<file path="config.mk">
export PLATFORM = sky130hd
export DESIGN_NAME = dog_sprite_render_flat
export DESIGN_NICKNAME = d
export VERILOG_FILES = /design/src/rtl/vga_pkg.sv /design/src/rtl/dog_sprite_render_if.sv /design/src/rtl/dog_sprite_rom.sv /design/src/rtl/dog_sprite_render.sv /design/src/flat_wrapper.sv
export SDC_FILE = /design/constraint.sdc
export NUM_CORES = 1
export LEC_CHECK = 0
export CAP_MARGIN = 40
export CORE_ASPECT_RATIO = 0.75
export CORE_MARGIN = 3
export CORE_UTILIZATION = 49
export CTS_BUF_LIST = sky130_fd_sc_hd__clkbuf_8
export CTS_CLUSTER_DIAMETER = 40
export DETAILED_ROUTE_END_ITERATION = 10
export PLACE_DENSITY = 0.76
export SKIP_LAST_GASP = 1
export SYNTH_ARGS = -nofsm -noshare
export SYNTH_HDL_FRONTEND = slang
export SYNTH_SLANG_ARGS = --single-unit
</file>
<file path="constraint.sdc">
create_clock -name pixel_clk -period 2.2 [get_ports pixel_clk]
set_input_delay 0.44 -clock pixel_clk [delete_from_list [all_inputs] [get_ports pixel_clk]]
set_output_delay 0.44 -clock pixel_clk [all_outputs]
set_load 0.1 [all_outputs]
</file>
<file path="src/rtl/vga_pkg.sv">
// vga_pkg: shared 640x480@60 timing constants, pixel format and the sprite ROM contents.
package vga_pkg;
  localparam int H_VIS  = 640;
  localparam int H_FP   = 16;
  localparam int H_SYNC = 96;
  localparam int H_BP   = 48;
  localparam int H_TOT  = H_VIS + H_FP + H_SYNC + H_BP;
  localparam int V_VIS  = 480;
  localparam int V_FP   = 10;
  localparam int V_SYNC = 2;
  localparam int V_BP   = 33;
  localparam int V_TOT  = V_VIS + V_FP + V_SYNC + V_BP;
  localparam int RGB_W  = 12;
  localparam int ACT_W  = 3;
  localparam int ADDR_W = 15;
  localparam logic [RGB_W-1:0] KEY_COLOR_DEF = 12'hF0F;
  // Address-derived sprite art: each animation frame is the {dy,dx} index with
  // the frame number folded into the top bits, which places a few key-colour
  // (transparent) pixels in every frame.
  function automatic logic [RGB_W-1:0] rom_word(input logic [ADDR_W-1:0] a);
    return a[11:0] ^ {a[14:12], 9'd0};
  endfunction
endpackage

</file>
<file path="src/rtl/dog_sprite_render_if.sv">
// dog_sprite_render_if: controller inputs (run, ActionSel, DogPos_x/y) and display outputs
// (hsync, vsync, de, rgb, frame_tick). slave = renderer side, master = controller/display side.
interface dog_sprite_render_if;
  import vga_pkg::*;
  logic             run;
  logic [ACT_W-1:0] ActionSel;
  logic [9:0]       DogPos_x;
  logic [8:0]       DogPos_y;
  logic             hsync;
  logic             vsync;
  logic             de;
  logic [RGB_W-1:0] rgb;
  logic             frame_tick;
  modport master (output run, ActionSel, DogPos_x, DogPos_y,
                  input  hsync, vsync, de, rgb, frame_tick);
  modport slave  (input  run, ActionSel, DogPos_x, DogPos_y,
                  output hsync, vsync, de, rgb, frame_tick);
endinterface

</file>
<file path="src/rtl/dog_sprite_rom.sv">
// dog_sprite_rom: synchronous sprite ROM, 1-cycle read latency.
// Ports: clk, i_addr {act,dy,dx} (15b), o_data RGB444 (12b).
module dog_sprite_rom
  import vga_pkg::*;
(
  input  logic              clk,
  input  logic [ADDR_W-1:0] i_addr,
  output logic [RGB_W-1:0]  o_data
);
  always_ff @(posedge clk) o_data <= rom_word(i_addr);
endmodule

</file>
<file path="src/rtl/dog_sprite_render.sv">
// dog_sprite_render: VGA timing generator compositing a 64x64 sprite over a flat background.
// Ports: pixel_clk, reset (async active-low), bus (slave modport: controller inputs, display outputs).
// Pipeline: S0 counters, S1 hit/address/flags + ROM read, S2 colour mux and output registers.
module dog_sprite_render
  import vga_pkg::*;
#(
  parameter int               SPRITE_W  = 64,
  parameter int               SPRITE_H  = 64,
  parameter logic [RGB_W-1:0] BG_COLOR  = 12'h036,
  parameter logic [RGB_W-1:0] KEY_COLOR = KEY_COLOR_DEF,
  parameter int HVIS = H_VIS, HFP = H_FP, HSW = H_SYNC, HBP = H_BP,
  parameter int VVIS = V_VIS, VFP = V_FP, VSW = V_SYNC, VBP = V_BP
) (
  input  logic pixel_clk,
  input  logic reset,
  dog_sprite_render_if.slave bus
);
  localparam int HT = HVIS + HFP + HSW + HBP;
  localparam int VT = VVIS + VFP + VSW + VBP;
  logic [9:0]       r_h, r_v;
  logic             r_run;
  logic [ACT_W-1:0] r_act;
  logic [9:0]       r_px;
  logic [8:0]       r_py;
  logic             r_hit1, r_vis1, r_hs1, r_vs1, r_tick1;
  logic             r_hsync, r_vsync, r_de, r_tick;
  logic [RGB_W-1:0] r_rgb;
  logic [RGB_W-1:0] w_rom;
  logic [10:0]      w_dx, w_dy;
  logic             w_tick, w_vis, w_hit, w_hs, w_vs;
  assign w_tick = r_h == '0 && r_v == 10'(VVIS);
  // A negative difference wraps to >= 1024, so the range checks below also reject
  // pixels left of / above the sprite; the visibility term clips right/bottom.
  assign w_dx  = {1'b0, r_h} - {1'b0, r_px};
  assign w_dy  = {1'b0, r_v} - {2'b0, r_py};
  assign w_vis = r_h < 10'(HVIS) && r_v < 10'(VVIS);
  assign w_hit = r_run && w_vis && w_dx < 11'(SPRITE_W) && w_dy < 11'(SPRITE_H);
  assign w_hs  = !(r_h >= 10'(HVIS + HFP) && r_h < 10'(HVIS + HFP + HSW));
  assign w_vs  = !(r_v >= 10'(VVIS + VFP) && r_v < 10'(VVIS + VFP + VSW));
  dog_sprite_rom u_rom (
    .clk    (pixel_clk),
    .i_addr ({r_act, w_dy[5:0], w_dx[5:0]}),
    .o_data (w_rom)
  );
  always_ff @(posedge pixel_clk or negedge reset)
    if (!reset) begin
      r_h <= '0;
      r_v <= '0;
    end else begin
      r_h <= r_h == 10'(HT - 1) ? '0 : r_h + 1'b1;
      if (r_h == 10'(HT - 1)) r_v <= r_v == 10'(VT - 1) ? '0 : r_v + 1'b1;
    end
  // Shadow copies change only at the start of vertical blank, so a frame never tears.
  always_ff @(posedge pixel_clk or negedge reset)
    if (!reset) begin
      r_run <= 1'b0;
      r_act <= '0;
      r_px  <= '0;
      r_py  <= '0;
    end else if (w_tick) begin
      r_run <= bus.run;
      r_act <= bus.ActionSel;
      r_px  <= bus.DogPos_x;
      r_py  <= bus.DogPos_y;
    end
  always_ff @(posedge pixel_clk or negedge reset)
    if (!reset) begin
      {r_hit1, r_vis1, r_tick1} <= '0;
      {r_hs1, r_vs1}            <= 2'b11;
      {r_de, r_tick}            <= '0;
      {r_hsync, r_vsync}        <= 2'b11;
      r_rgb                     <= '0;
    end else begin
      r_hit1  <= w_hit;
      r_vis1  <= w_vis;
      r_hs1   <= w_hs;
      r_vs1   <= w_vs;
      r_tick1 <= w_tick;
      r_hsync <= r_hs1;
      r_vsync <= r_vs1;
      r_de    <= r_vis1;
      r_tick  <= r_tick1;
      r_rgb   <= !r_vis1 ? '0 : (r_hit1 && w_rom != KEY_COLOR) ? w_rom : BG_COLOR;
    end
  assign bus.hsync      = r_hsync;
  assign bus.vsync      = r_vsync;
  assign bus.de         = r_de;
  assign bus.rgb        = r_rgb;
  assign bus.frame_tick = r_tick;
endmodule

</file>
<file path="src/flat_wrapper.sv">
// flat-port wrapper written by rule: the top's interface ports become plain ports
module dog_sprite_render_flat import vga_pkg::*;
#(
  parameter int               SPRITE_W  = 64,
  parameter int               SPRITE_H  = 64,
  parameter logic [RGB_W-1:0] BG_COLOR  = 12'h036,
  parameter logic [RGB_W-1:0] KEY_COLOR = KEY_COLOR_DEF,
  parameter int HVIS = H_VIS, HFP = H_FP, HSW = H_SYNC, HBP = H_BP,
  parameter int VVIS = V_VIS, VFP = V_FP, VSW = V_SYNC, VBP = V_BP
)
  (pixel_clk, reset, bus_run, bus_ActionSel, bus_DogPos_x, bus_DogPos_y, bus_hsync, bus_vsync, bus_de, bus_rgb, bus_frame_tick);
  dog_sprite_render_if bus_i ();
  input  logic pixel_clk;
  input  logic reset;
  input wire logic [$bits(bus_i.run)-1:0] bus_run;
  input wire logic [$bits(bus_i.ActionSel)-1:0] bus_ActionSel;
  input wire logic [$bits(bus_i.DogPos_x)-1:0] bus_DogPos_x;
  input wire logic [$bits(bus_i.DogPos_y)-1:0] bus_DogPos_y;
  output wire logic [$bits(bus_i.hsync)-1:0] bus_hsync;
  output wire logic [$bits(bus_i.vsync)-1:0] bus_vsync;
  output wire logic [$bits(bus_i.de)-1:0] bus_de;
  output wire logic [$bits(bus_i.rgb)-1:0] bus_rgb;
  output wire logic [$bits(bus_i.frame_tick)-1:0] bus_frame_tick;
  assign bus_i.run = bus_run;
  assign bus_i.ActionSel = bus_ActionSel;
  assign bus_i.DogPos_x = bus_DogPos_x;
  assign bus_i.DogPos_y = bus_DogPos_y;
  assign bus_hsync = bus_i.hsync;
  assign bus_vsync = bus_i.vsync;
  assign bus_de = bus_i.de;
  assign bus_rgb = bus_i.rgb;
  assign bus_frame_tick = bus_i.frame_tick;
  dog_sprite_render #(.SPRITE_W(SPRITE_W), .SPRITE_H(SPRITE_H), .BG_COLOR(BG_COLOR), .KEY_COLOR(KEY_COLOR), .HVIS(HVIS), .HFP(HFP), .HSW(HSW), .HBP(HBP), .VVIS(VVIS), .VFP(VFP), .VSW(VSW), .VBP(VBP)) u_core (.pixel_clk(pixel_clk), .reset(reset), .bus(bus_i));
endmodule
</file>
==> summary.md, run 1 <==
For the worst setup path, the data arrival time is 2.52 ns. Family of cells with the greatest summed delay on the critical path: simple AND/OR/NAND/NOR gates. The clock arrives with 0.0134 ns of skew. The internal power of the cells totals 2.07 mW. On the worst path, the slowest cell contributes a delay of 0.42 ns. The tools report the post-route setup TNS as -0.0605 ns. The tools report the total clock buffers created by CTS as 9. The I/O pin count came out at 41.

Walking the worst path, the cells encountered are inv_1 -> ha_2 -> inv_2 -> fa_2 -> and3_4 -> o211ai_1 -> a21oi_1 -> or4_1 -> nor4_2. The number of buffers and inverters on the critical path is 2. In this run the power density over the cells is 564 mW/mm². The net load switching power was 0.543 mW. At the end of routability-driven placement, the weighted congestion stood at 0.905.

Net switching is 20.8% of the power. The number of pins with negative max-slew slack in the final report is 0. From synthesis to final layout, the design area changed by 26.5%. The via count of the first global-routing pass was 2764; the highest clock rate was 0.442 GHz. The tools report the worst setup path startpoint as u_core.r_v[0].

The number of antenna violations at the first check in global routing is 0. TritonCTS built the clock tree. The logs give 359 for the post-synthesis cell count and 26 for the number of placement rows.

The floorplan core area is 0.00703 mm², and the number of maximum-capacitance violations is 0. For the share of power burned in combinational logic, the log shows 2.6%. The Yosys warning count came out at 0. The flip-flop and latch count after synthesis is 76.

Clock slew seen by the registers of the worst setup and hold paths: 0.08 ns. Startpoint of the worst-slack reg-to-reg timing path: u_core.r_v[0]. Data on the critical path is required at its endpoint by 2.46 ns.

The detail-routed via count per cell is 5.19. For this run, the post-layout net count is 485. The final design area excluding fillers was 0.00463 mm²; the number of antenna diodes was 0.

The most heavily used metal layer in global routing is met2. The run gives 19.2% as the total routing resource utilization after global routing. Critical-path cell with the highest stage delay: sky130_fd_sc_hd__or4_1. The average cell area after synthesis was 10.2 µm²; the wire length of the first global-routing pass was 13.0 mm.

The via count was 2789. For the met3 capacity usage during global routing, the log shows 4.61%. The tools report the met2 track demand over resource as 31.1%. After detailed routing, the number of remaining DRC violations is 0.

The die is 106 µm wide. After synthesis, the netlist uses 48 different library cells. STA classifies the critical path endpoint as a flip-flop.

In the final layout, the share of cells above drive strength 1 is 20.3%. The analysis attributes to cell leakage a power of 2.20 nW. Headroom to the max-slew limit came out at 69.0%. The post-detailed-route wirelength per cell was 13.8 µm; the share of total power in sequential cells was 53.4%. The pre-CTS worst setup slack came out at -0.0258 ns.

The run finished, with violations left. The total of hold buffers inserted after clock tree synthesis is 0, and the time the worst path needs with I/O delays and setup is 2.26 ns. The class of the worst hold path was primary input to asynchronous set/reset pin. The worst setup path is of the flip-flop to flip-flop kind. The deepest level of the CTS H-tree is 3, and the global-route track usage on met1 is 26.3%. The die covers 0.00855 mm². Clock tree synthesis found a total of 76 sinks. The clock group share of total power was 44.0%. The checks that failed: setup timing.

The fraction of the yosys area taken by sequential cells is 50.5%. In the finished design, the share of the clock period the worst path needs comes to 103%. The maximum number of pins on one net before global-route repair was 37; the maximum fanout along the worst path was 3. The count of final setup violators was 1; the maximum number of buffers from clock root to sink was 2. The wire-length estimate of the detail-placed layout is 5.61 mm. The mapped netlist covers 0.00366 mm².

In this run the vertical extent of the chip is 80.8 µm. Across the VDD grid, the largest voltage drop is 309 µV. The detail route stage leaves a number of antenna-violating nets equal to 0. Setup repair after global routing could not meet its margin everywhere. The logs give 4 for the first-pass detailed-route iteration total and 0.35 ns for the insertion delay of the later-clocked pin in the worst-skew pair.

The run gives -0.0605 ns as the final worst-path setup slack. Launching element type of the critical path: a flip-flop. The residual overflow from global routing came out at 0. The run gives 0 as the number of failing hold endpoints at the final stage. For this configuration, the core starts out at a cell density of 52.1%. The placed cell area came out at 0.00440 mm². The wire length after detailed routing is 7.42 mm. The first routing iteration left 138 violations. For the net count after synthesis, the log shows 409.

The number of buffers added on ports works out to 40. Measured slew at the worst slew-check pin: 0.465 ns. In this run the clock root is driven by a sky130_fd_sc_hd__clkbuf_8.
## area by class of cell
cell class / instances / area (µm²)
inverters: 36 / 135
fillers: 562 / 2400
clock buffers: 9 / 124
flip-flops and latches: 76 / 1850
repair buffers: 73 / 616
multi-input cells: 239 / 1690
well taps: 98 / 123
clock inverters: 6 / 88.8
## through the flow
step / total power [mW] / std cells / hold slack (ns) / util [%]
final: 2.61 / 537 / 0.0970 / 65.8
after global routing: 2.70 / 537 / 0.111 / 65.8
after CTS: 2.64 / 536 / 0.101 / 65.6
after detailed placement: 1.49 / 521 / 0.340 / 62.6
after global placement: 1.49 / 521 / 0.345 / 62.6
after floorplan: 1.42 / 359 / 0.144 / -
## worst reg2reg max path, delay by kind of cell, from the launching register on
kind / cells / cell delay, ns
flops: 1 / 0.38
simple gates: 3 / 0.76
buf+inv: 2 / 0.12
fa+ha+maj: 2 / 0.57
compound gates: 2 / 0.32
## cells in the mapped netlist (all sizes together)
master	number	area (µm²)
nand2b	3	18.8
o2111ai	1	8.76
nor2b	2	12.5
nor3	7	40.0
inv	36	135
o31ai	5	37.5
or4	5	37.5
a211oi	1	7.51
and2	9	56.3
nand3	6	35.0
nand4bb	1	11.3
nand2	34	128
a21oi	15	78.8
or3	2	12.5
xnor2	14	123
buf	5	31.3
and3	4	25.0
nor2	21	78.8
mux2	6	67.6
nand4	7	43.8
a21o	4	30.0
a32o	1	10.0
o221ai	1	8.76
dfstp	4	105
a31oi	5	31.3
nand4b	3	26.3
o211ai	3	22.5
dfxtp	12	240
dfrtp	60	1500
xor2	10	87.6
clkbuf	3	11.3
nor4	6	43.8
o31a	1	8.76
or2	2	12.5
o22ai	1	6.26
mux2i	1	10.0
fa	2	40.0
o21ai	26	134
ha	23	288
o21a	4	30.0
nand3b	3	22.5
## placed cells by master (no fill, tap or decap), types with 7 or more instances in the layout
cell type,count
sky130_fd_sc_hd__nand2_1,34
sky130_fd_sc_hd__nand4_1,7
sky130_fd_sc_hd__dfrtp_1,59
sky130_fd_sc_hd__and2_1,9
sky130_fd_sc_hd__nor2_1,21
sky130_fd_sc_hd__ha_1,20
sky130_fd_sc_hd__clkdlybuf4s50_1,23
sky130_fd_sc_hd__dfxtp_1,12
sky130_fd_sc_hd__a21oi_1,14
sky130_fd_sc_hd__inv_1,33
sky130_fd_sc_hd__clkbuf_8,9
sky130_fd_sc_hd__xor2_1,10
sky130_fd_sc_hd__xnor2_1,14
sky130_fd_sc_hd__buf_4,48
sky130_fd_sc_hd__o21ai_1,20
## sequential cells by signal, indices dropped and copies added, names as in the netlist, 3 cells and up
| name | flops |
|---|---|
| u_core.u_rom.o_data | 12 |
| u_core.r_py | 9 |
| u_core.r_act | 3 |
| u_core.r_v | 10 |
| u_core.r_px | 10 |
| u_core.bus.rgb | 12 |
| u_core.r_h | 10 |
## final timing paths
path	end	slack [ns]	depth (start not counted)
setup / recovery	u_core.r_hit1	-0.06	9
hold / removal	u_core.r_py[3]	0.1	2
setup reg to reg	u_core.r_hit1	-0.06	9
hold reg to reg	u_core.bus.hsync	0.36	0
max in group asynchronous	u_core.bus.hsync	1.69	2
min in group pixel_clk	u_core.bus.hsync	0.36	0
## cell families (layout without fill, tap and decap cells)
| logic type | count (synthesis) | in the layout | synth area share [%] |
|---|---|---|---|
| AOI/OAI and AO/OA | 68 | 68 | 11.3 |
| adders and majority gates | 25 | 25 | 8.96 |
| DFF | 76 | 76 | 50.5 |
| buffers and inverters | 44 | 124 | 4.86 |
| muxes | 7 | 7 | 2.12 |
| and+or+nand+nor | 115 | 115 | 16.5 |
| xor gates and xnor gates | 24 | 24 | 5.75 |
## power groups by stage
stage / Clock (mW) / Combinational [mW] / Sequential, mW
final: 1.15 / 0.0672 / 1.39
after global routing: 1.23 / 0.0743 / 1.39
after CTS: 1.17 / 0.0696 / 1.39
after detailed placement: 0 / 0.0692 / 1.42
after global placement: 0 / 0.0675 / 1.42
after floorplan: 0 / 0.000444 / 1.42
## timing repair
action	in CTS	in global routing
pin swaps	2	2
setup endpoints to repair	1	15
resized for setup	1	3
setup buffers	0	1
endpoints found under the hold margin	0	0
## per-layer routing
metal	wire length (µm)	up-vias	share of wire, %
met5	0	-	0
met4	89	0	1.2
met3	406	13	5.5
met2	3330	66	45
met1	3590	1322	48
li1	-	1388	-
No activity file was read; power rests on OpenSTA's default activity.
==> run 2: changes to the inputs <==
- CAP_MARGIN: 40 -> 0
==> results of run 2 <==
Same layout as run 1: the final DEF is identical, and so are final timing and power.
